==> config.mk <==
export PLATFORM = sky130hd
export DESIGN_NAME = mem_bus_arbiter_flat
export DESIGN_NICKNAME = d
export VERILOG_FILES = /design/src/rtl/mem_bus_arbiter_if.sv /design/src/rtl/mem_bus_arbiter.sv /design/src/flat_wrapper.sv
export SDC_FILE = /design/constraint.sdc
export NUM_CORES = 1
export LEC_CHECK = 0
export ABC_AREA = 0
export CAP_MARGIN = 20
export CORE_ASPECT_RATIO = 0.5
export CORE_MARGIN = 8
export CORE_UTILIZATION = 45
export CTS_CLUSTER_DIAMETER = 100
export DETAILED_ROUTE_END_ITERATION = 10
export GPL_TIMING_DRIVEN = 0
export PLACE_DENSITY = 0.95
export SLEW_MARGIN = 40
export SYNTH_ARGS = -nofsm -noshare
export SYNTH_HDL_FRONTEND = slang
export SYNTH_SLANG_ARGS = --single-unit
==> constraint.sdc <==
create_clock -name clk -period 5.3 [get_ports clk]
set_input_delay 0.53 -clock clk [delete_from_list [all_inputs] [get_ports clk]]
set_output_delay 0.53 -clock clk [all_outputs]
set_load 0.005 [all_outputs]
==> src/rtl/mem_bus_arbiter_if.sv <==
// Bus bundle for mem_bus_arbiter.
// Carries the fetch port (i_*), the data port (d_*) and the shared memory
// port (m_*), plus the sticky error flags.
//   slave  : arbiter view. It consumes requests and memory responses, and
//            drives the completion data and memory commands.
//   master : environment view (pipeline stages plus memory model).
interface mem_bus_arbiter_if;
  localparam int unsigned AW = 32;
  localparam int unsigned DW = 32;

  // fetch side
  logic          i_req;
  logic [AW-1:0] i_addr;
  logic [DW-1:0] i_rdata;
  logic          i_valid;
  logic          i_stall;
  // data side
  logic          d_req;
  logic          d_write;
  logic [AW-1:0] d_addr;
  logic [DW-1:0] d_wdata;
  logic [DW-1:0] d_rdata;
  logic          d_valid;
  logic          d_stall;
  // memory side
  logic          m_req;
  logic          m_write;
  logic [AW-1:0] m_addr;
  logic [DW-1:0] m_wdata;
  logic [DW-1:0] m_rdata;
  logic          m_ready_n;
  logic          m_busy;
  // status
  logic          err;
  logic          err_src;

  modport slave (
    input  i_req, i_addr, d_req, d_write, d_addr, d_wdata,
           m_rdata, m_ready_n, m_busy,
    output i_rdata, i_valid, i_stall, d_rdata, d_valid, d_stall,
           m_req, m_write, m_addr, m_wdata, err, err_src
  );

  modport master (
    output i_req, i_addr, d_req, d_write, d_addr, d_wdata,
           m_rdata, m_ready_n, m_busy,
    input  i_rdata, i_valid, i_stall, d_rdata, d_valid, d_stall,
           m_req, m_write, m_addr, m_wdata, err, err_src
  );
endinterface

==> src/rtl/mem_bus_arbiter.sv <==
// mem_bus_arbiter: shares one memory port between a fetch requester (I) and
// a data requester (D).
// D normally wins. I is forced through after STARVE_MAX consecutive D grants
// while it waits. Each access runs IDLE -> ACC -> DONE -> IDLE. An access
// that gets no m_ready_n within TIMEOUT cycles is aborted with zero data and
// sets the sticky err flag.
// Ports:
//   clk : rising-edge clock.
//   rst : asynchronous, active-low reset.
//   bus : slave modport of mem_bus_arbiter_if.
//         i_*   : fetch port.
//         d_*   : data port.
//         m_*   : memory port.
//         err, err_src : sticky timeout status.
module mem_bus_arbiter #(
  parameter int unsigned TIMEOUT    = 64,
  parameter int unsigned STARVE_MAX = 4
) (
  input  logic              clk,
  input  logic              rst,
  mem_bus_arbiter_if.slave  bus
);

  localparam int unsigned AW = 32;
  localparam int unsigned DW = 32;
  localparam int unsigned TW = 8;
  localparam int unsigned SW = ($clog2(STARVE_MAX + 1) > 3) ? $clog2(STARVE_MAX + 1) : 3;

  localparam logic [TW-1:0] TO_LAST   = TW'(TIMEOUT - 1);
  localparam logic [SW-1:0] STARVE_HI = SW'(STARVE_MAX);

  typedef enum logic [1:0] {IDLE, I_ACC, D_ACC, DONE} state_e;

  // latched command of the granted requester
  typedef struct packed {
    logic          write;
    logic [AW-1:0] addr;
    logic [DW-1:0] wdata;
  } acc_cmd_t;

  state_e        state_q,   state_d;
  logic [TW-1:0] to_cnt_q,  to_cnt_d;
  logic [SW-1:0] starve_q,  starve_d;
  logic          m_req_q,   m_req_d;
  acc_cmd_t      cmd_q,     cmd_d;
  logic [DW-1:0] i_rdata_q, i_rdata_d;
  logic [DW-1:0] d_rdata_q, d_rdata_d;
  logic          i_valid_q, i_valid_d;
  logic          d_valid_q, d_valid_d;
  logic          err_q,     err_d;
  logic          err_src_q, err_src_d;

  logic          grant_c;
  logic          i_win_c;

  // arbitration decision, only acted on in IDLE
  always_comb begin
    grant_c = ~bus.m_busy & (bus.i_req | bus.d_req);
    i_win_c = bus.i_req & (~bus.d_req | (starve_q == STARVE_HI));
  end

  // next-state and datapath updates
  always_comb begin
    state_d   = state_q;
    to_cnt_d  = to_cnt_q;
    starve_d  = starve_q;
    m_req_d   = m_req_q;
    cmd_d     = cmd_q;
    i_rdata_d = i_rdata_q;
    d_rdata_d = d_rdata_q;
    i_valid_d = 1'b0;
    d_valid_d = 1'b0;
    err_d     = err_q;
    err_src_d = err_src_q;

    case (state_q)
      IDLE: begin
        if (grant_c) begin
          to_cnt_d = '0;
          m_req_d  = 1'b1;
          if (i_win_c) begin
            state_d     = I_ACC;
            starve_d    = '0;
            cmd_d.write = 1'b0;
            cmd_d.addr  = bus.i_addr;
          end else begin
            state_d     = D_ACC;
            cmd_d.write = bus.d_write;
            cmd_d.addr  = bus.d_addr;
            cmd_d.wdata = bus.d_wdata;
            // starvation only accrues while fetch is actually waiting
            if (!bus.i_req)
              starve_d = '0;
            else if (starve_q != STARVE_HI)
              starve_d = starve_q + SW'(1);
          end
        end
      end

      I_ACC, D_ACC: begin
        if (!bus.m_ready_n) begin
          state_d     = DONE;
          m_req_d     = 1'b0;
          cmd_d.write = 1'b0;
          if (state_q == I_ACC) begin
            i_rdata_d = bus.m_rdata;
            i_valid_d = 1'b1;
          end else begin
            if (!cmd_q.write)
              d_rdata_d = bus.m_rdata;
            d_valid_d = 1'b1;
          end
        end else if (to_cnt_q == TO_LAST) begin
          // abort: complete with zero data and flag the source
          state_d     = DONE;
          m_req_d     = 1'b0;
          cmd_d.write = 1'b0;
          err_d       = 1'b1;
          if (state_q == I_ACC) begin
            i_rdata_d = '0;
            i_valid_d = 1'b1;
            err_src_d = 1'b0;
          end else begin
            if (!cmd_q.write)
              d_rdata_d = '0;
            d_valid_d = 1'b1;
            err_src_d = 1'b1;
          end
        end else begin
          to_cnt_d = to_cnt_q + TW'(1);
        end
      end

      DONE: begin
        state_d = IDLE;
      end

      default: begin
        state_d = IDLE;
        m_req_d = 1'b0;
      end
    endcase
  end

  // state and datapath registers
  always_ff @(posedge clk or negedge rst) begin
    if (!rst) begin
      state_q   <= IDLE;
      to_cnt_q  <= '0;
      starve_q  <= '0;
      m_req_q   <= 1'b0;
      cmd_q     <= '0;
      i_rdata_q <= '0;
      d_rdata_q <= '0;
      i_valid_q <= 1'b0;
      d_valid_q <= 1'b0;
      err_q     <= 1'b0;
      err_src_q <= 1'b0;
    end else begin
      state_q   <= state_d;
      to_cnt_q  <= to_cnt_d;
      starve_q  <= starve_d;
      m_req_q   <= m_req_d;
      cmd_q     <= cmd_d;
      i_rdata_q <= i_rdata_d;
      d_rdata_q <= d_rdata_d;
      i_valid_q <= i_valid_d;
      d_valid_q <= d_valid_d;
      err_q     <= err_d;
      err_src_q <= err_src_d;
    end
  end

  // output drive; stalls follow the live request
  assign bus.m_req   = m_req_q;
  assign bus.m_write = cmd_q.write;
  assign bus.m_addr  = cmd_q.addr;
  assign bus.m_wdata = cmd_q.wdata;
  assign bus.i_rdata = i_rdata_q;
  assign bus.d_rdata = d_rdata_q;
  assign bus.i_valid = i_valid_q;
  assign bus.d_valid = d_valid_q;
  assign bus.err     = err_q;
  assign bus.err_src = err_src_q;
  assign bus.i_stall = bus.i_req & ~i_valid_q;
  assign bus.d_stall = bus.d_req & ~d_valid_q;

endmodule

==> src/flat_wrapper.sv <==
// flat-port wrapper written by rule: the top's interface ports become plain ports
module mem_bus_arbiter_flat 
#(
  parameter int unsigned TIMEOUT    = 64,
  parameter int unsigned STARVE_MAX = 4
)
  (clk, rst, bus_i_req, bus_i_addr, bus_d_req, bus_d_write, bus_d_addr, bus_d_wdata, bus_m_rdata, bus_m_ready_n, bus_m_busy, bus_i_rdata, bus_i_valid, bus_i_stall, bus_d_rdata, bus_d_valid, bus_d_stall, bus_m_req, bus_m_write, bus_m_addr, bus_m_wdata, bus_err, bus_err_src);
  mem_bus_arbiter_if bus_i ();
  input  logic clk;
  input  logic rst;
  input wire logic [$bits(bus_i.i_req)-1:0] bus_i_req;
  input wire logic [$bits(bus_i.i_addr)-1:0] bus_i_addr;
  input wire logic [$bits(bus_i.d_req)-1:0] bus_d_req;
  input wire logic [$bits(bus_i.d_write)-1:0] bus_d_write;
  input wire logic [$bits(bus_i.d_addr)-1:0] bus_d_addr;
  input wire logic [$bits(bus_i.d_wdata)-1:0] bus_d_wdata;
  input wire logic [$bits(bus_i.m_rdata)-1:0] bus_m_rdata;
  input wire logic [$bits(bus_i.m_ready_n)-1:0] bus_m_ready_n;
  input wire logic [$bits(bus_i.m_busy)-1:0] bus_m_busy;
  output wire logic [$bits(bus_i.i_rdata)-1:0] bus_i_rdata;
  output wire logic [$bits(bus_i.i_valid)-1:0] bus_i_valid;
  output wire logic [$bits(bus_i.i_stall)-1:0] bus_i_stall;
  output wire logic [$bits(bus_i.d_rdata)-1:0] bus_d_rdata;
  output wire logic [$bits(bus_i.d_valid)-1:0] bus_d_valid;
  output wire logic [$bits(bus_i.d_stall)-1:0] bus_d_stall;
  output wire logic [$bits(bus_i.m_req)-1:0] bus_m_req;
  output wire logic [$bits(bus_i.m_write)-1:0] bus_m_write;
  output wire logic [$bits(bus_i.m_addr)-1:0] bus_m_addr;
  output wire logic [$bits(bus_i.m_wdata)-1:0] bus_m_wdata;
  output wire logic [$bits(bus_i.err)-1:0] bus_err;
  output wire logic [$bits(bus_i.err_src)-1:0] bus_err_src;
  assign bus_i.i_req = bus_i_req;
  assign bus_i.i_addr = bus_i_addr;
  assign bus_i.d_req = bus_d_req;
  assign bus_i.d_write = bus_d_write;
  assign bus_i.d_addr = bus_d_addr;
  assign bus_i.d_wdata = bus_d_wdata;
  assign bus_i.m_rdata = bus_m_rdata;
  assign bus_i.m_ready_n = bus_m_ready_n;
  assign bus_i.m_busy = bus_m_busy;
  assign bus_i_rdata = bus_i.i_rdata;
  assign bus_i_valid = bus_i.i_valid;
  assign bus_i_stall = bus_i.i_stall;
  assign bus_d_rdata = bus_i.d_rdata;
  assign bus_d_valid = bus_i.d_valid;
  assign bus_d_stall = bus_i.d_stall;
  assign bus_m_req = bus_i.m_req;
  assign bus_m_write = bus_i.m_write;
  assign bus_m_addr = bus_i.m_addr;
  assign bus_m_wdata = bus_i.m_wdata;
  assign bus_err = bus_i.err;
  assign bus_err_src = bus_i.err_src;
  mem_bus_arbiter #(.TIMEOUT(TIMEOUT), .STARVE_MAX(STARVE_MAX)) u_core (.clk(clk), .rst(rst), .bus(bus_i));
endmodule
==> results.md, run 1 <==
- Most numerous cell in the Yosys netlist: dfrtp_1
- WHS: 479 ps
- Synthesized cell area: 6200 µm²
- Io pins: 271
- Vias per inst: 5.53
- Synth top area share: 59.3%
- Clock skew: 11.1 ps
- FP Rows: 30
- CTS root buf: clkbuf_16
- Core area: 13500 µm²
- DIE WIDTH: 182 µm
- Status: finished clean
- Fillers: 867
- Max clock buf depth: 2
- Peak supply drop: 305 µV
- DR DRC count: 0
- RSZ-0062 raised after global routing: no
- Req. time, crit path: 4770 ps
- Clk Latency, worst-skew pair: 410 ps
- YS warnings: 0
- DR pass1 iterations: 5
- First-pass GRT wire length: 32.4 mm
- Crit Path Class: input port to output pin
- Final Slew Violations: 0
- Hpwl dp: 15.2 mm
- Netlist cell types: 46
- Hold_buf cts: 1
- Slew @ Worst Pin: 574 ps
- Crit path time final: 2400 ps
- Leakage power: 4.41 nW
- Synth Flop Type: dfrtp_1
- Iter 0 DRT Violations: 454
- Rel. slew slack: 61.7%
- Total track usage: 22.7%
- Fraction of the yosys area taken by sequential cells: 59.3%
- Max stage delay on crit path: 650 ps
- Kind of start point of the critical path: input port
- Wire per inst: 22.1 µm
- Initial antenna violation count: 0
- Initial Util: 45.9%
- Power consumption: 0.00570 W
- Clock tree from TritonCTS: yes
- Number of global-route vias before repair: 5615
- Post-synthesis async set-or-reset flop share: 100%
- H-tree levels: 4
- Routability congestion estimate: 0.850
- Largest net degree at the start of global routing: 66
- Layout cells sized above 1: 12.0%
- Flops & latches, synth: 147
- Syn_nets: 611
- Die height: 99.0 µm
- Final WL: 21.0 mm
- Total number of vias: 5246
- Critical-path cell list: clkdlybuf4s50_1 > nor2b_1 > clkdlybuf4s50_1
- Die area: 18000 µm²
- TritonCTS Buffers: 17
- Synth area leaders: dfrtp_1, a22o_1, mux2_4
- Diode count: 0
- Synth-to-layout area growth: 57.6%
- Post-cts sizing count: 0
- Cells after Synth: 468
- Critical Path Sink Type: output pin
- Final ANT Viol Nets: 0
- Synthesized area per cell: 13.2 µm²
- Worst-path fanout max: 7
- R2r setup slk: 3010 ps
- Period utilisation layout: 45.3%
- Postcts setup bufs: 0
- Final Hold Fails: 0
- Worst Hold Class: flop to flop
- PD cells: 583 nW/µm²
- # clock sinks: 147
- CTS clk-pin slew, worst paths: 60 ps
- Slowest-stage cell, CP: clkdlybuf4s50_1
- Final #Nets: 903
- Cell repeated most along the worst path: clkdlybuf4s50_1
- Fmax: 0.417 GHz
- Grt ovf: 0
- Number of port buffers: 270
- Setup TNS: 0 ps
- Synth area leader: dfrtp_1
- Commonest cells in the synthesized netlist: dfrtp_1, a22o_1, nand2_1
- Number of synthesized flops with an enable pin: 0
- Setup violation total in the final timing report: 0
- Critical path arrival: 1870 ps
- MaxCap Viol Count: 0
## state kept, by name, indices dropped and copies added (netlist names)
name / count
u_core.bus.err_src: 1
u_core.bus.d_rdata: 32
u_core.bus.m_addr: 32
u_core.bus.i_valid: 1
u_core.bus.m_wdata: 32
u_core.bus.err: 1
u_core.to_cnt_q: 8
u_core.starve_q: 3
u_core.bus.i_rdata: 32
u_core.state_q: 2
u_core.bus.m_write: 1
u_core.bus.d_valid: 1
u_core.bus.m_req: 1
## power by group
part	internal, W	switching (W)
Sequential	0.00164	0.000333
Clock	0.000704	0.000479
Combinational	0.00153	0.00101
## cells by family after synthesis
family,count (synthesis),synth area share [%]
AOI/OAI and AO/OA,125,15.2
adders and majority gates,8,1.61
buffers and inverters,36,3.05
DFF,147,59.3
muxes,71,13.9
and+or+nand+nor,81,6.88
## per-layer routing
metal	up-vias	GRT usage, %	wire length (µm)
li1	2301	-	-
met3	61	4.77	1310
met5	-	0	0
met1	2612	26.0	8080
met4	0	9.27	668
met2	272	41.0	10900
## path summary, 6_finish.rpt
path | startpoint | to | cells after the start
min reg2reg | u_core.bus.m_addr[1]$_DFFE_PN0P_ | u_core.bus.m_addr[1]$_DFFE_PN0P_ | 2
max | bus_i_req | bus_i_stall | 3
max reg2reg | u_core.state_q[0]$_DFFE_PN0P_ | u_core.bus.i_rdata[18]$_DFFE_PN0P_ | 7
max in group asynchronous | rst | u_core.bus.i_rdata[17]$_DFFE_PN0P_ | 4
min | u_core.bus.m_addr[1]$_DFFE_PN0P_ | u_core.bus.m_addr[1]$_DFFE_PN0P_ | 2
min in group asynchronous | rst | u_core.bus.m_wdata[17]$_DFFE_PN0P_ | 2
## placed cells by master (no fill, tap or decap), drive strengths merged, types with 2 or more instances in the layout
| cell | instances |
|---|---|
| a21o | 2 |
| a21oi | 4 |
| clkinv | 2 |
| nor2b | 3 |
| nor4 | 3 |
| a22o | 64 |
| o21ai | 40 |
| buf | 20 |
| dfrtp | 147 |
| a211o | 4 |
| clkbuf | 32 |
| and3b | 3 |
| inv | 8 |
| clkdlybuf4s50 | 269 |
| a32o | 2 |
| nand3 | 6 |
| nor2 | 6 |
| nand4 | 4 |
| ha | 8 |
| nand2 | 43 |
| mux2i | 39 |
| nor3 | 4 |
| bufinv | 2 |
| mux2 | 32 |
| nand2b | 2 |
| and2 | 2 |
| a31oi | 2 |
| clkinvlp | 6 |
## cell type report
cell class | instances | area [µm²] | share of cell area (%)
Sequential cell | 147 | 3680 | 37.7
Clock inverter | 12 | 133 | 1.36
Buffer | 30 | 166 | 1.70
Clock buffer | 19 | 443 | 4.53
Timing Repair Buffer | 273 | 2770 | 28.4
Inverter | 6 | 22.5 | 0.231
Multi-Input combinational cell | 285 | 2330 | 23.9
Tap cell | 176 | 220 | 2.25
## worst max-delay path, delay by kind of cell
family                 cells  cell delay [ps]
buffers and inverters      2             1160
and+or+nand+nor            1              180
## per-stage QoR
step	cell area (µm²)	setup WS [ps]	util, %	cells
2_1_floorplan	6200	3420	-	468
3_3_place_gp	9120	-2000	67.5	914
3_5_place_dp	9180	2860	67.9	916
4_1_cts	9770	2930	72.3	948
5_1_grt	9770	2880	72.3	948
6_report	9770	2900	72.3	948
Note: power is estimated with default switching activity, not from simulation.
==> run 2: changes to the inputs <==
- CORE_UTILIZATION: 45 -> 38
- PLACE_DENSITY: 0.95 -> 0.88
- clock period: 5.3 -> 2.15 ns (I/O delays scaled with it)
==> results.md, run 2 (same netlist as run 1, synthesis figures left out) <==
- Status: finished clean
- Max clock buf depth: 2
- Commonest non-fill, non-tap cell in the layout: clkdlybuf4s50_1
- Number of global-route vias before repair: 5489
- FP Rows: 33
- Die height: 106 µm
- RSZ-0062 raised after global routing: yes
- Synth-to-layout area growth: 59.3%
- Commonest cells after routing, fill and taps aside: clkdlybuf4s50_1, dfrtp_1, a22o_1, nand2_1
- Initial antenna violation count: 0
- Kind of start point of the critical path: flop
- WHS: 218 ps
- Core area: 16200 µm²
- Launch point of the worst reg-to-reg path: u_core.state_q[0]$_DFFE_PN0P_
- Routability congestion estimate: 0.821
- DIE WIDTH: 197 µm
- Total number of vias: 5171
- H-tree levels: 4
- Critical-path cell list: inv_1 > ha_1 > clkbuf_4 > nand4_1 > buf_4 > nor3_2 > mux2i_1 > nor4_1
- Leakage power: 4.46 nW
- Initial Util: 38.3%
- Io pins: 271
- Die area: 20900 µm²
- DR DRC count: 0
- Final #Nets: 905
- Slew @ Worst Pin: 536 ps
- Req. time, crit path: 2450 ps
- Power consumption: 0.0141 W
- Critical path arrival: 2360 ps
- Number of port buffers: 270
- First-pass GRT wire length: 32.0 mm
- Rel. slew slack: 64.3%
- Grt ovf: 0
- Final Hold Fails: 0
- Crit Path Class: flop to flop
- Family with the most delay on the worst path: simple AND/OR/NAND/NOR gates
- PD cells: 1430 nW/µm²
- Hpwl dp: 15.2 mm
- Diode count: 0
- Cells on worst reg2reg path: 8
- Crit path time final: 2060 ps
- Clock skew: 14.1 ps
- Max stage delay on crit path: 380 ps
- CTS root buf: clkbuf_16
- Worst Hold Class: input port to async pin
- Layout cells sized above 1: 12.9%
- Clk Latency, worst-skew pair: 410 ps
- DR pass1 iterations: 6
- Final WL: 20.8 mm
- Clock tree from TritonCTS: yes
- Period utilisation layout: 95.7%
- Iter 0 DRT Violations: 328
- Worst-path fanout max: 10
- Total track usage: 19.3%
- MaxCap Viol Count: 0
- Sum of buffers and inverters on the critical path: 3
- TritonCTS Buffers: 17
- Reg2Reg Capture Point: u_core.to_cnt_q[7]$_DFFE_PN0P_
- Fmax: 0.486 GHz
- Peak supply drop: 719 µV
- Final ANT Viol Nets: 0
- Slowest-stage cell, CP: dfrtp_1
- Vias per inst: 5.17
- # clock sinks: 147
- Setup violation total in the final timing report: 0
- Fillers: 1226
- R2r setup slk: 90 ps
- Final Slew Violations: 0
- CTS clk-pin slew, worst paths: 70 ps
- Wire per inst: 20.7 µm
- Largest net degree at the start of global routing: 66
- Setup TNS: 0 ps
- Critical Path Sink Type: flop
[run 2: cell types whose count changed in the layout (fill, tap and decap cells not counted)]
cell,change
clkbuf_2,+4
clkbuf_4,+1
clkbuf_1,-6
clkinvlp_4,-4
buf_2,-1
clkinv_2,+3
bufinv_16,+1
clkinv_4,+1
buf_1,+1
buf_4,+2
[run 2: worst max path at each step]
stage                                  start                                 end  cells after the start
6_report       u_core.state_q[0]$_DFFE_PN0P_      u_core.to_cnt_q[7]$_DFFE_PN0P_                      8
3_3_place_gp                             rst  u_core.bus.d_rdata[27]$_DFFE_PN0P_                      1
5_1_grt        u_core.state_q[1]$_DFFE_PN0P_   u_core.bus.d_rdata[7]$_DFFE_PN0P_                      7
4_1_cts        u_core.state_q[0]$_DFFE_PN0P_      u_core.to_cnt_q[6]$_DFFE_PN0P_                      7
2_1_floorplan  u_core.state_q[0]$_DFFE_PN0P_      u_core.to_cnt_q[6]$_DFFE_PN0P_                      7
3_5_place_dp                       bus_i_req   u_core.bus.m_wdata[9]$_DFFE_PN0P_                      7
[run 2: power by group]
group / switching, W / internal, W / total [W]
combinational: 0.00244 / 0.00378 / 0.00622
clock: 0.00119 / 0.00185 / 0.00304
sequential: 0.000814 / 0.00405 / 0.00486
total: 0.00444 / 0.00968 / 0.0141
[run 2: per-layer routing]
layer	global-route usage, %	up-vias	wire (µm)
li1	-	2315	-
met1	22.2	2610	7900
met2	35.1	196	11400
met3	3.53	50	889
met4	8.81	0	621
met5	0	-	0
[run 2: timing repair]
item | CTS | global route
hold buffers | 1 | 0
hold endpoints to repair | 84 | 0
endpoints found under the setup margin | 0 | 60
gates resized for setup | 0 | 10
setup buffers | 0 | 2
[run 2: area by class of cell]
| class | instances | area, µm² | share of cell area [%] |
|---|---|---|---|
| Buffer | 30 | 174 | 1.76 |
| Clock buffer | 18 | 439 | 4.45 |
| Clock inverter | 13 | 156 | 1.58 |
| Inverter | 6 | 22.5 | 0.228 |
| Multi-Input combinational cell | 285 | 2330 | 23.6 |
| Sequential cell | 147 | 3680 | 37.3 |
| Tap cell | 227 | 284 | 2.88 |
| Timing Repair Buffer | 275 | 2790 | 28.2 |
[run 2: through the flow]
step | utilization (%) | worst slack, ps | area [µm²] | instances
after floorplan | - | 266 | 6200 | 468
after global placement | 56.7 | -4790 | 9190 | 965
after detailed placement | 57.1 | 1.44 | 9250 | 967
final | 61.0 | 92.2 | 9870 | 1001
after global routing | 61.0 | -44.3 | 9870 | 1001
after CTS | 60.9 | 20.3 | 9850 | 999
[run 2: worst reg2reg max path, delay by kind of cell, from the launching register on]
kind	cells	cell delay [ps]
adders and majority gates	1	300
buffers and inverters	3	500
DFF	1	380
muxes	1	110
and+or+nand+nor	3	670
==> run 3: changes to the inputs <==
- CORE_UTILIZATION: 38 -> 42
- PLACE_DENSITY: 0.88 -> 0.92
- clock period: 2.15 -> 2.3 ns (I/O delays scaled with it)
==> results.md, run 3 (same netlist as run 1, synthesis figures left out) <==
- Iter 0 DRT Violations: 504
- Initial antenna violation count: 0
- Die height: 102 µm
- Slew @ Worst Pin: 567 ps
- Peak supply drop: 736 µV
- PD cells: 1360 nW/µm²
- Grt ovf: 0
- First-pass GRT wire length: 32.8 mm
- Synth-to-layout area growth: 58.2%
- Final Hold Fails: 0
- FP Rows: 31
- MaxCap Viol Count: 0
- DR DRC count: 0
- Launch point of the worst reg-to-reg path: u_core.state_q[0]$_DFFE_PN0P_
- Hpwl dp: 15.5 mm
- Worst-path fanout max: 10
- Crit path time final: 2240 ps
- Critical Path Sink Type: flop
- H-tree levels: 4
- Fin worst setup slack: 60.4 ps
- DIE WIDTH: 188 µm
- WHS: 386 ps
- Layout cells sized above 1: 11.7%
- Number of global-route vias before repair: 5725
- Number of port buffers: 270
- Req. time, crit path: 2600 ps
- Max stage delay on crit path: 450 ps
- Slowest-stage cell, CP: or3_1
- Final ANT Viol Nets: 0
- TritonCTS Buffers: 17
- Fmax: 0.447 GHz
- Status: finished clean
- Dpl ws: 167 ps
- Critical-path cell list: inv_1 > ha_1 > buf_2 > nand4_1 > or3_1 > a21o_1 > a31o_2
- Clock tree from TritonCTS: yes
- CTS clk-pin slew, worst paths: 60 ps
- Total track usage: 21.8%
- # clock sinks: 147
- Commonest cells after routing, fill and taps aside: clkdlybuf4s50_1, dfrtp_1, a22o_1, nand2_1
- Diode count: 0
- Core area: 14400 µm²
- Largest net degree at the start of global routing: 77
- Filler-free cell count of the finished design: 967
- Final #Nets: 902
- Fillers: 1009
- Final WL: 21.2 mm
- Crit Path Class: flop to flop
- RSZ-0062 raised after global routing: no
- Critical Path Start: u_core.state_q[0]$_DFFE_PN0P_
- Placed cell count: 937
- DR pass1 iterations: 6
- Postcts setup bufs: 0
- CTS root buf: clkbuf_16
- Total number of vias: 5257
- Setup violation total in the final timing report: 0
- Kind of start point of the critical path: flop
- Final Slew Violations: 0
- Register area: 3680 µm²
- Die area: 19100 µm²
- Vias per inst: 5.44
- Fin util: 68.0%
- Clock skew: 12.1 ps
- Wire per inst: 22.0 µm
- Period utilisation layout: 97.4%
- Max clock buf depth: 2
- Commonest non-fill, non-tap cell in the layout: clkdlybuf4s50_1
- Clk Latency, worst-skew pair: 420 ps
- Rel. slew slack: 62.2%
- Initial Util: 43.0%
- Critical path arrival: 2540 ps
- Routability congestion estimate: 0.876
- Area of the multi-input gates: 2330 µm²
- Io pins: 271
- Worst Hold Class: input port to async pin
- Leakage power: 4.44 nW
run 3: cell count changes in the layout (fill, tap and decap cells not counted), moves of 2 or more:
| cell | before | now |
|---|---|---|
| clkbuf_2 | 5 | 2 |
| clkbuf_1 | 7 | 13 |
| buf_4 | 7 | 5 |
| clkinv_4 | 1 | 3 |
| clkinv_2 | 5 | 0 |
| inv_6 | 2 | 0 |
run 3: power breakdown:
group | internal, W | switching, W | leakage, nW
registers | 0.00378 | 0.000767 | 1.83
logic | 0.00351 | 0.00233 | 2.31
clock network | 0.00186 | 0.00107 | 0.295
total | 0.00916 | 0.00417 | 4.44
run 3: repair_timing:
item / CTS / global route
hold buffers: 1 / 0
setup endpoints to repair: 0 / 9
resized for setup: 0 / 2
endpoints found under the hold margin: 75 / 0
run 3: path summary, 6_finish.rpt:
check                           depth (start not counted)                           endpoint  slack, ps
worst max register to register                          7     u_core.to_cnt_q[6]$_DFFE_PN0P_         60
worst max-delay path                                    7     u_core.to_cnt_q[6]$_DFFE_PN0P_         60
worst min register to register                          2   u_core.bus.m_addr[2]$_DFFE_PN0P_        480
min in group clk                                        2  u_core.bus.m_wdata[2]$_DFFE_PN0P_        430
worst min-delay path                                    2  u_core.bus.m_wdata[5]$_DFFE_PN0P_        390
max in group asynchronous                               3   u_core.bus.m_addr[4]$_DFFE_PN0P_       1160
run 3: routing by layer:
layer	global-route usage [%]	vias up	share of wire [%]
met2	40.6	269	53
met1	24.1	2615	37
met5	0	-	0
met3	4.63	71	6.0
li1	-	2302	-
met4	9.75	0	4.0
run 3: cell type report:
type                       count  share of cell area, %
buffer                        30                   1.71
clock buffer                  21                   4.70
clock inverter                 8                   1.57
inverter                       6                  0.230
multi-input combinational    285                   23.8
sequential                   147                   37.5
tap                          198                   2.53
timing repair buffer         272                   28.0
run 3: per-stage QoR:
step / cell area, µm² / TNS [ps] / power, W
3_5_place_dp: 9180 / 0 / 0.0103
5_1_grt: 9810 / 0 / 0.0140
4_1_cts: 9810 / 0 / 0.0134
3_3_place_gp: 9150 / -681660 / 0.0100
2_1_floorplan: 6200 / 0 / 0.00692
6_report: 9810 / 0 / 0.0133
run 3: critical path: cells and delay by family, from the launching register on:
family	cells	cell delay, ps
AND/OR/NAND/NOR	2	700
AO/OA/AOI/OAI	2	420
flip-flops	1	380
buffers and inverters	2	340
adder cells (fa/ha/maj)	1	300
